### src/rtl/uart_tx_framer_if.sv
// Parallel-side bundle of the UART transmit framer: word handshake,
// frame options, break request and the status/serial outputs.
interface uart_tx_framer_if #(
    parameter int DATA_WIDTH = 8
);
    logic                  data_valid_txf;
    logic [DATA_WIDTH-1:0] p_data_txf;
    logic                  par_en_txf;
    logic                  par_typ_txf;
    logic                  break_txf;
    logic                  data_ack_txf;
    logic                  busy_txf;
    logic                  tx_out_txf;

    modport master (
        output data_valid_txf,
        output p_data_txf,
        output par_en_txf,
        output par_typ_txf,
        output break_txf,
        input  data_ack_txf,
        input  busy_txf,
        input  tx_out_txf
    );

    modport slave (
        input  data_valid_txf,
        input  p_data_txf,
        input  par_en_txf,
        input  par_typ_txf,
        input  break_txf,
        output data_ack_txf,
        output busy_txf,
        output tx_out_txf
    );
endinterface

### src/rtl/uart_tx_framer.sv
// UART transmit framer: start bit, DATA_WIDTH data bits LSB first, optional
// parity, STOP_BITS stop bits. Runs on the baud clock, one bit per clock.
// The serial pin is driven straight from a flop.
//
// state  | meaning
// IDLE   | line high, waiting for a word or a break request
// BREAK  | line held low while break_txf is high
// START  | start bit (low), one clock
// DATA   | data bits, LSB first, cnt_q counts remaining bits down to 0
// PARITY | latched parity bit, one clock
// STOP   | stop bits (high), cnt_q counts remaining stop bits down to 0
module uart_tx_framer #(
    parameter int DATA_WIDTH = 8,
    parameter int STOP_BITS  = 1
) (
    input  logic              clk_txf,
    input  logic              rst_txf,
    uart_tx_framer_if.slave   txf
);

    localparam int CNT_W = $clog2(DATA_WIDTH + 1);

    typedef enum logic [2:0] {
        ST_IDLE,
        ST_BREAK,
        ST_START,
        ST_DATA,
        ST_PARITY,
        ST_STOP
    } state_t;

    state_t                state_q, state_d;
    logic [DATA_WIDTH-1:0] shreg_q, shreg_d;
    logic [CNT_W-1:0]      cnt_q, cnt_d;
    logic                  par_en_q, par_en_d;
    logic                  par_bit_q, par_bit_d;
    logic                  tx_q, tx_d;
    logic                  ack_q, ack_d;
    logic                  accept;

    // State, shift register, counter and registered line driver.
    always_ff @(posedge clk_txf or posedge rst_txf) begin
        if (rst_txf) begin
            state_q   <= ST_IDLE;
            shreg_q   <= '0;
            cnt_q     <= '0;
            par_en_q  <= 1'b0;
            par_bit_q <= 1'b0;
            tx_q      <= 1'b1;
            ack_q     <= 1'b0;
        end else begin
            state_q   <= state_d;
            shreg_q   <= shreg_d;
            cnt_q     <= cnt_d;
            par_en_q  <= par_en_d;
            par_bit_q <= par_bit_d;
            tx_q      <= tx_d;
            ack_q     <= ack_d;
        end
    end

    // Next-state logic; tx_d is the bit of the state being entered.
    always_comb begin
        state_d   = state_q;
        shreg_d   = shreg_q;
        cnt_d     = cnt_q;
        par_en_d  = par_en_q;
        par_bit_d = par_bit_q;
        tx_d      = tx_q;
        ack_d     = 1'b0;

        // A word may be taken from IDLE or in the final stop cycle, which
        // gives back-to-back frames with no idle gap. Break wins over data.
        accept = txf.data_valid_txf && !txf.break_txf &&
                 ((state_q == ST_IDLE) || ((state_q == ST_STOP) && (cnt_q == '0)));

        case (state_q)
            ST_IDLE: begin
                if (txf.break_txf) begin
                    state_d = ST_BREAK;
                    tx_d    = 1'b0;
                end else begin
                    tx_d    = 1'b1;
                end
            end
            ST_BREAK: begin
                if (!txf.break_txf) begin
                    state_d = ST_IDLE;
                    tx_d    = 1'b1;
                end else begin
                    tx_d    = 1'b0;
                end
            end
            ST_START: begin
                state_d = ST_DATA;
                tx_d    = shreg_q[0];
                shreg_d = shreg_q >> 1;
                cnt_d   = CNT_W'(DATA_WIDTH - 1);
            end
            ST_DATA: begin
                if (cnt_q == '0) begin
                    if (par_en_q) begin
                        state_d = ST_PARITY;
                        tx_d    = par_bit_q;
                    end else begin
                        state_d = ST_STOP;
                        tx_d    = 1'b1;
                        cnt_d   = CNT_W'(STOP_BITS - 1);
                    end
                end else begin
                    tx_d    = shreg_q[0];
                    shreg_d = shreg_q >> 1;
                    cnt_d   = cnt_q - 1'b1;
                end
            end
            ST_PARITY: begin
                state_d = ST_STOP;
                tx_d    = 1'b1;
                cnt_d   = CNT_W'(STOP_BITS - 1);
            end
            ST_STOP: begin
                if (cnt_q == '0) begin
                    if (txf.break_txf) begin
                        state_d = ST_BREAK;
                        tx_d    = 1'b0;
                    end else begin
                        state_d = ST_IDLE;
                        tx_d    = 1'b1;
                    end
                end else begin
                    tx_d  = 1'b1;
                    cnt_d = cnt_q - 1'b1;
                end
            end
            default: begin
                state_d = ST_IDLE;
                tx_d    = 1'b1;
            end
        endcase

        // Accepting a word overrides the IDLE/STOP decisions above.
        if (accept) begin
            state_d   = ST_START;
            shreg_d   = txf.p_data_txf;
            par_en_d  = txf.par_en_txf;
            par_bit_d = txf.par_typ_txf ? ~^txf.p_data_txf : ^txf.p_data_txf;
            tx_d      = 1'b0;
            ack_d     = 1'b1;
        end
    end

    assign txf.tx_out_txf   = tx_q;
    assign txf.data_ack_txf = ack_q;
    assign txf.busy_txf     = (state_q != ST_IDLE) && (state_q != ST_BREAK);

endmodule

### src/flat_wrapper.sv
// flat-port wrapper written by rule: the top's interface ports become plain ports
module uart_tx_framer_flat 
#(
    parameter int DATA_WIDTH = 8,
    parameter int STOP_BITS  = 1
)
  (clk_txf, rst_txf, txf_data_valid_txf, txf_p_data_txf, txf_par_en_txf, txf_par_typ_txf, txf_break_txf, txf_data_ack_txf, txf_busy_txf, txf_tx_out_txf);
  uart_tx_framer_if #(.DATA_WIDTH(DATA_WIDTH)) txf_i ();
  input  logic clk_txf;
  input  logic rst_txf;
  input wire logic [$bits(txf_i.data_valid_txf)-1:0] txf_data_valid_txf;
  input wire logic [$bits(txf_i.p_data_txf)-1:0] txf_p_data_txf;
  input wire logic [$bits(txf_i.par_en_txf)-1:0] txf_par_en_txf;
  input wire logic [$bits(txf_i.par_typ_txf)-1:0] txf_par_typ_txf;
  input wire logic [$bits(txf_i.break_txf)-1:0] txf_break_txf;
  output wire logic [$bits(txf_i.data_ack_txf)-1:0] txf_data_ack_txf;
  output wire logic [$bits(txf_i.busy_txf)-1:0] txf_busy_txf;
  output wire logic [$bits(txf_i.tx_out_txf)-1:0] txf_tx_out_txf;
  assign txf_i.data_valid_txf = txf_data_valid_txf;
  assign txf_i.p_data_txf = txf_p_data_txf;
  assign txf_i.par_en_txf = txf_par_en_txf;
  assign txf_i.par_typ_txf = txf_par_typ_txf;
  assign txf_i.break_txf = txf_break_txf;
  assign txf_data_ack_txf = txf_i.data_ack_txf;
  assign txf_busy_txf = txf_i.busy_txf;
  assign txf_tx_out_txf = txf_i.tx_out_txf;
  uart_tx_framer #(.DATA_WIDTH(DATA_WIDTH), .STOP_BITS(STOP_BITS)) u_core (.clk_txf(clk_txf), .rst_txf(rst_txf), .txf(txf_i));
endmodule
### config.mk
export PLATFORM = sky130hd
export DESIGN_NAME = uart_tx_framer_flat
export DESIGN_NICKNAME = d
export VERILOG_FILES = /design/src/rtl/uart_tx_framer_if.sv /design/src/rtl/uart_tx_framer.sv /design/src/flat_wrapper.sv
export SDC_FILE = /design/constraint.sdc
export NUM_CORES = 1
export LEC_CHECK = 0
export ABC_AREA = 0
export CAP_MARGIN = 15
export CORE_MARGIN = 2
export CORE_UTILIZATION = 30
export DETAILED_ROUTE_END_ITERATION = 16
export DONT_BUFFER_PORTS = 1
export GPL_TIMING_DRIVEN = 0
export SYNTH_ARGS = -nofsm -noshare
export SYNTH_HDL_FRONTEND = slang
export SYNTH_SLANG_ARGS = --single-unit
### constraint.sdc
create_clock -name clk_txf -period 4.63 [get_ports clk_txf]
set_input_delay 0.926 -clock clk_txf [delete_from_list [all_inputs] [get_ports clk_txf]]
set_output_delay 0.926 -clock clk_txf [all_outputs]
set_load 0.02 [all_outputs]
-- After elaboration in Yosys (flattened, before gate mapping)
Cells that the tools add are included.
- word-level logic and storage cells: 61
- bits of input ports: 14
- register bits: 19
- equality and inequality tests: 13
- $add $sub $neg: 1
- mux-type cells: 23
- reduce and logical (&&, ||, !) cells: 17
- operators by type and width (operator ; count):
    $pmux W3 S6 ; 1
    $mux W8 ; 2
    $pmux W4 S4 ; 1
    $pmux W8 S2 ; 1
    $mux W3 ; 5
    $mux W4 ; 3
    $ne A3 B2 Y1 const B ; 4
    $mux W1 ; 9
    $reduce_xnor A8 Y1 ; 1
    $reduce_xor A8 Y1 ; 1
    $eq A3 B2 Y1 const B ; 2
    $eq A3 B3 Y1 const B ; 2
    $ne A3 B1 Y1 const B ; 2
    $reduce_bool A3 Y1 ; 2
    $logic_and A1 B1 Y1 ; 4
    $logic_not A4 Y1 ; 1
    $pmux W1 S4 ; 1
    $reduce_and A4 Y1 ; 1
    $reduce_bool A4 Y1 ; 1
    $sub A4 B1 Y4 const B ; 1
    $eq A3 B1 Y1 const B ; 1
    $logic_not A3 Y1 ; 1
    $ne A3 B3 Y1 const B ; 1
    $reduce_and A3 Y1 ; 1
    other kinds (5) ; 5

-- Depth between registers and ports, before layout
- depth after elaboration: 6
- gate-level depth with buffers: 7
- depth with buffers taken out: 6

-- Least setup slack after synthesis
Ideal clock, no wire load.
- kind: input -> register
- start: in txf_break_txf
- end: reg u_core.shreg_q[0]
- stages: 5
- path slack: 2.638 ns
- setup time: 0.118 ns
- arrival: 1.873 ns
- path through: and4bb_1 -> a22o_4 -> buf_6 -> a22o_1 -> a21o_1
- longest elaborated chain between the ends: 5
- elaborated cells between the ends (all ways): 7
- ends and longest elaborated chain (element ; line ; text):
    from (decl) ; flat_wrapper.sv:15 ; input wire logic [$bits(txf_i.break_txf)-1:0] txf_break_txf;
    $logic_not A1 Y1 * ; uart_tx_framer.sv:74 ; accept = txf.data_valid_txf && !txf.break_txf &&
    $logic_and A1 B1 Y1 * (2 in a row) ; uart_tx_framer.sv:74 ;
    via u_core.accept ; uart_tx_framer.sv:39 ; logic accept;
    $ne A3 B2 Y1 (no source line) or $reduce_bool A3 Y1 (tied branches) ; - ;
    $reduce_and A2 Y1 (no source line) ; - ;
    to (signal assigned) ; uart_tx_framer.sv:53 ; shreg_q <= shreg_d;
    to (decl) ; uart_tx_framer.sv:33 ; logic [DATA_WIDTH-1:0] shreg_q, shreg_d;
The timed path passes the listed nets; every way through them passes the cells marked *.
A chain may end at the register's enable or synchronous reset.

-- Final worst setup path
- start: reg u_core.state_q[2]
- end: out txf_busy_txf
- longest elaborated chain between the ends: 2
- elaborated cells between the ends (all ways): 3
- ends and longest elaborated chain (element ; line ; text):
    from (decl) ; uart_tx_framer.sv:32 ; state_t state_q, state_d;
    from (signal assigned) ; uart_tx_framer.sv:52 ; state_q <= state_d;
    $ne A3 B1 Y1 or $reduce_bool A3 Y1 (tied branches) ; uart_tx_framer.sv:154 ; assign txf.busy_txf = (state_q != ST_IDLE) && (state_q != ST_BREAK);
    $logic_and A1 B1 Y1 * ; uart_tx_framer.sv:154 ;
    to (decl) ; flat_wrapper.sv:17 ; output wire logic [$bits(txf_i.busy_txf)-1:0] txf_busy_txf;
Mark *: on every way between the ends. The rest lies on a longest branch, timed or not.

==> implementation parameters <==
Parameter                              Value

Timing
  Max Fclk    around 470 MHz
  Worst clock skew    0.00839 ns
  Number of max-slew violations in the final report    0
  Slew at the pin with the worst max-slew slack    approximately 0.75 ns
  Min setup slack post-route    approximately 2.5 ns
  Unrepaired setup endpoints after global routing    false
  Count of final hold-check violations    0
  Period minus WS final    about 2.1 ns
  Slew headroom    50.2%
  Final Cycle Share    around 46%
  Setup TNS    0 ns
  Finish-stage setup viols    0

Final layout
  Total inserted antenna cells    0
  Signed area change from the synthesized netlist to the final layout    9.00%
  Area taken by multi-input logic gates    ~620 sq um
  Finished Core Util    around a third
  Share of final-layout standard cells stronger than drive strength 1    between 15 and 20%
  Sequential Area    approximately 480 sq um
  Count of fill cells added during filler insertion    around 380
  Total number of nets in the final design    roughly 130
  Area of all placed cells without fillers    between 1000 and 1500 sq um

Placed design
  Post-placement setup slack    between 2 and 3 ns
  Post-place instance area    1240 sq um
  Dpl hpwl    1750 microns
  Input/output buffers    0
  Placer's final routability congestion estimate    ~0.8

Power
  Switching share of power    about two fifths
  Power density cells    598 nW/um^2
  Clock power share    about 15%
  Reg power frac    a little under two fifths
  Switching power of the nets    0.000300 W
  Worst vdd ir    approximately 0.22 mV
  Part of the total power dissipated in combinational logic    approximately 47%
  Internal power summed over all cells    approximately 0.00047 W
  Static Leakage    approximately 0.63 nW

Floorplanning
  Die area    4450 sq um
  Die X-Extent    between 60 and 70 microns
  Initial standard-cell utilization of the core    about a third
  Number of top-level pins    17
  Std-Cell Rows    22
  Area of the core    ~3700 sq um
  Die span in y    66.7 microns

Clock network
  Clk Latency, worst-skew pair    approximately 0.26 ns
  Cts bufs inserted    3
  TritonCTS clock tree    built
  CTS hold repair buffers    0
  Maximum root-to-sink buffer count    2
  Number of setup buffers added after CTS    0
  Clock-pin transition on the worst setup and hold timing paths    about 0.080 ns
  Root Buffer    clkbuf_8
  PostCTS Resize Cnt    0
  Number of levels the H-tree was split into    1
  Number of sinks driven by the clock tree    19

Setup path
  R2R Setup Slk    2.72 ns
  Cell class contributing the biggest share of worst-path delay    flip-flops
  Worst setup path endpoint    txf_busy_txf
  CP startpoint kind    flip-flop
  Kind of critical path    flip-flop to output port
  Start point of the critical path    u_core.state_q[2]
  Standard cell with the maximum stage delay on the critical path    dfrtp_1
  Cells on worst reg2reg path    6
  CP cell instances    clkbuf_8, or2_2
  Count of buffering cells on the critical path with inverters included    1
  Crit. End Element    output port
  Max incr delay on CP    approximately 0.42 ns
  Largest driver fanout on the critical path    10
  Cell depth of the worst setup path    2
  Critical Path AT    approximately 1.2 ns
  Launching point of the worst reg2reg path    u_core.cnt_q[0]
  Terminus of the critical flop-to-flop path    u_core.cnt_q[3]
  CP required    3.70 ns

Global route
  Wire length of the first global-routing pass    just under 4000 microns
  Initial antenna violation count    0
  Global-route congestion overflow total    0
  Total track usage    between 10% and 20%
  Vias in the first global route    854
  Largest net degree at the start of global routing    20

Yosys
  Post-synth cell types    43
  Register area share after synthesis    about 40%
  Count of flip-flops with a built-in enable after synthesis    0
  Cell area after synthesis    ~1200 sq um
  Most used DFF post-synth    dfrtp_1
  Number of synthesized register bits    19
  Total of warnings raised by yosys    0
  Share of async-settable or async-resettable flops after synthesis    100%
  Syn_area_per_cell    10.9 sq um
  Synth Instances    108
  Synthesized netlist net count    about 120

Job
  Max-cap viol count    0

Routing
  Total length of routed wires    roughly 2300 microns
  DRC marker count from the first detailed-route iteration    between 50 and 60
  DRC errors left    0
  Number of vias after detailed routing    857
  Routed len/inst    14.7 microns
  First-pass detailed-route iteration total    4
  Via/cell ratio    5.36
  Antenna-violating nets left    0

Status
  Outcome    complete, no violations

Worst hold path
  Worst Hold Depth    1
  Path class of the lowest-slack min-delay path    flip-flop to flip-flop
-- registers in the layout, summed over array words and instances, names as in the netlist --
name,cells
u_core.shreg_q,8
u_core.cnt_q,4
u_core.state_q,3
u_core.par_bit_q,1
u_core.par_en_q,1
u_core.txf.data_ack_txf,1
u_core.txf.tx_out_txf,1
-- synth_stat cells, types with 2 or more instances --
cell	instances	share of area [%]
nand2_1	4	1.3
a22o_1	3	2.2
nor3b_1	2	1.3
a22o_2	5	4.2
ha_1	2	2.1
a32oi_1	2	1.5
a21o_1	8	5.1
nor2_1	3	0.95
o31ai_1	2	1.3
a21oi_1	4	1.7
inv_1	8	2.5
clkbuf_8	2	2.3
nor3_1	4	1.7
buf_6	2	1.9
xnor2_1	4	3.0
o21ai_0	4	1.7
o22a_1	2	1.5
nand2b_1	2	1.1
mux2i_1	3	2.5
dfrtp_1	18	38
xor2_1	2	1.5
-- power groups by stage --
stage	logic [W]	registers (W)	clock network, W
final	0.000364	0.000288	0.000118
after global routing	0.000402	0.000298	0.000128
after CTS	0.000367	0.000288	0.000125
after detailed placement	0.000365	0.000292	0
after global placement	0.000353	0.000289	0
after floorplan	0.000306	0.000278	0
-- worst min-delay path by stage --
stage | from | endpoint | slack (ns)
after CTS | u_core.shreg_q[3] | u_core.shreg_q[3] | 0.48
after global placement | u_core.shreg_q[2] | u_core.shreg_q[2] | 0.46
after detailed placement | u_core.shreg_q[3] | u_core.shreg_q[3] | 0.47
after global routing | u_core.shreg_q[6] | u_core.shreg_q[6] | 0.50
after floorplan | u_core.shreg_q[6] | u_core.shreg_q[6] | 0.45
final | u_core.shreg_q[3] | u_core.shreg_q[3] | 0.48
-- area by class of cell --
type                       count  share of cell area (%)
buffer                         4                    3.89
clock buffer                   3                    3.21
clock inverter                 1                   0.389
inverter                       8                    2.33
multi-input combinational     77                    48.5
sequential                    19                    37.0
tap                           48                    4.66
-- cells by family (layout without fill, tap and decap cells) --
logic type | after synthesis | in the layout | synth area share [%]
buffers and inverters | 12 | 16 | 6.78
XOR/XNOR | 7 | 7 | 6.36
adder cells (fa/ha/maj) | 2 | 2 | 2.12
flip-flops | 19 | 19 | 40.4
AO/OA/AOI/OAI | 40 | 40 | 27.7
multiplexers | 4 | 4 | 3.50
AND/OR/NAND/NOR | 24 | 24 | 13.2
-- placed cells by master, fill, tap and decap left out, types with 3 or more instances in the layout --
master / synthesis / layout
mux2i_1: 3 / 3
inv_1: 8 / 8
a22o_1: 3 / 3
nor3_1: 4 / 4
xnor2_1: 4 / 4
a21o_1: 8 / 8
dfrtp_1: 18 / 18
clkbuf_8: 2 / 5
o21ai_0: 4 / 4
a22o_2: 5 / 5
nand2_1: 4 / 4
a21oi_1: 4 / 4
nor2_1: 3 / 3
-- stage by stage --
step / total power (W) / instances / hold slack, ns
5_1_grt: 0.000828 / 160 / 0.503
2_1_floorplan: 0.000584 / 108 / 0.449
3_5_place_dp: 0.000657 / 156 / 0.467
4_1_cts: 0.000779 / 160 / 0.485
3_3_place_gp: 0.000642 / 156 / 0.461
6_report: 0.000770 / 160 / 0.479
-- metal layers --
metal / global-route usage [%] / routed length [microns] / up-vias
li1: - / - / 414
met1: 14.8 / 1110 / 420
met2: 18.8 / 1080 / 19
met3: 3.55 / 122 / 4
met4: 3.83 / 25 / 0
met5: 0 / 0 / -
(Power assumes the default switching activity.)
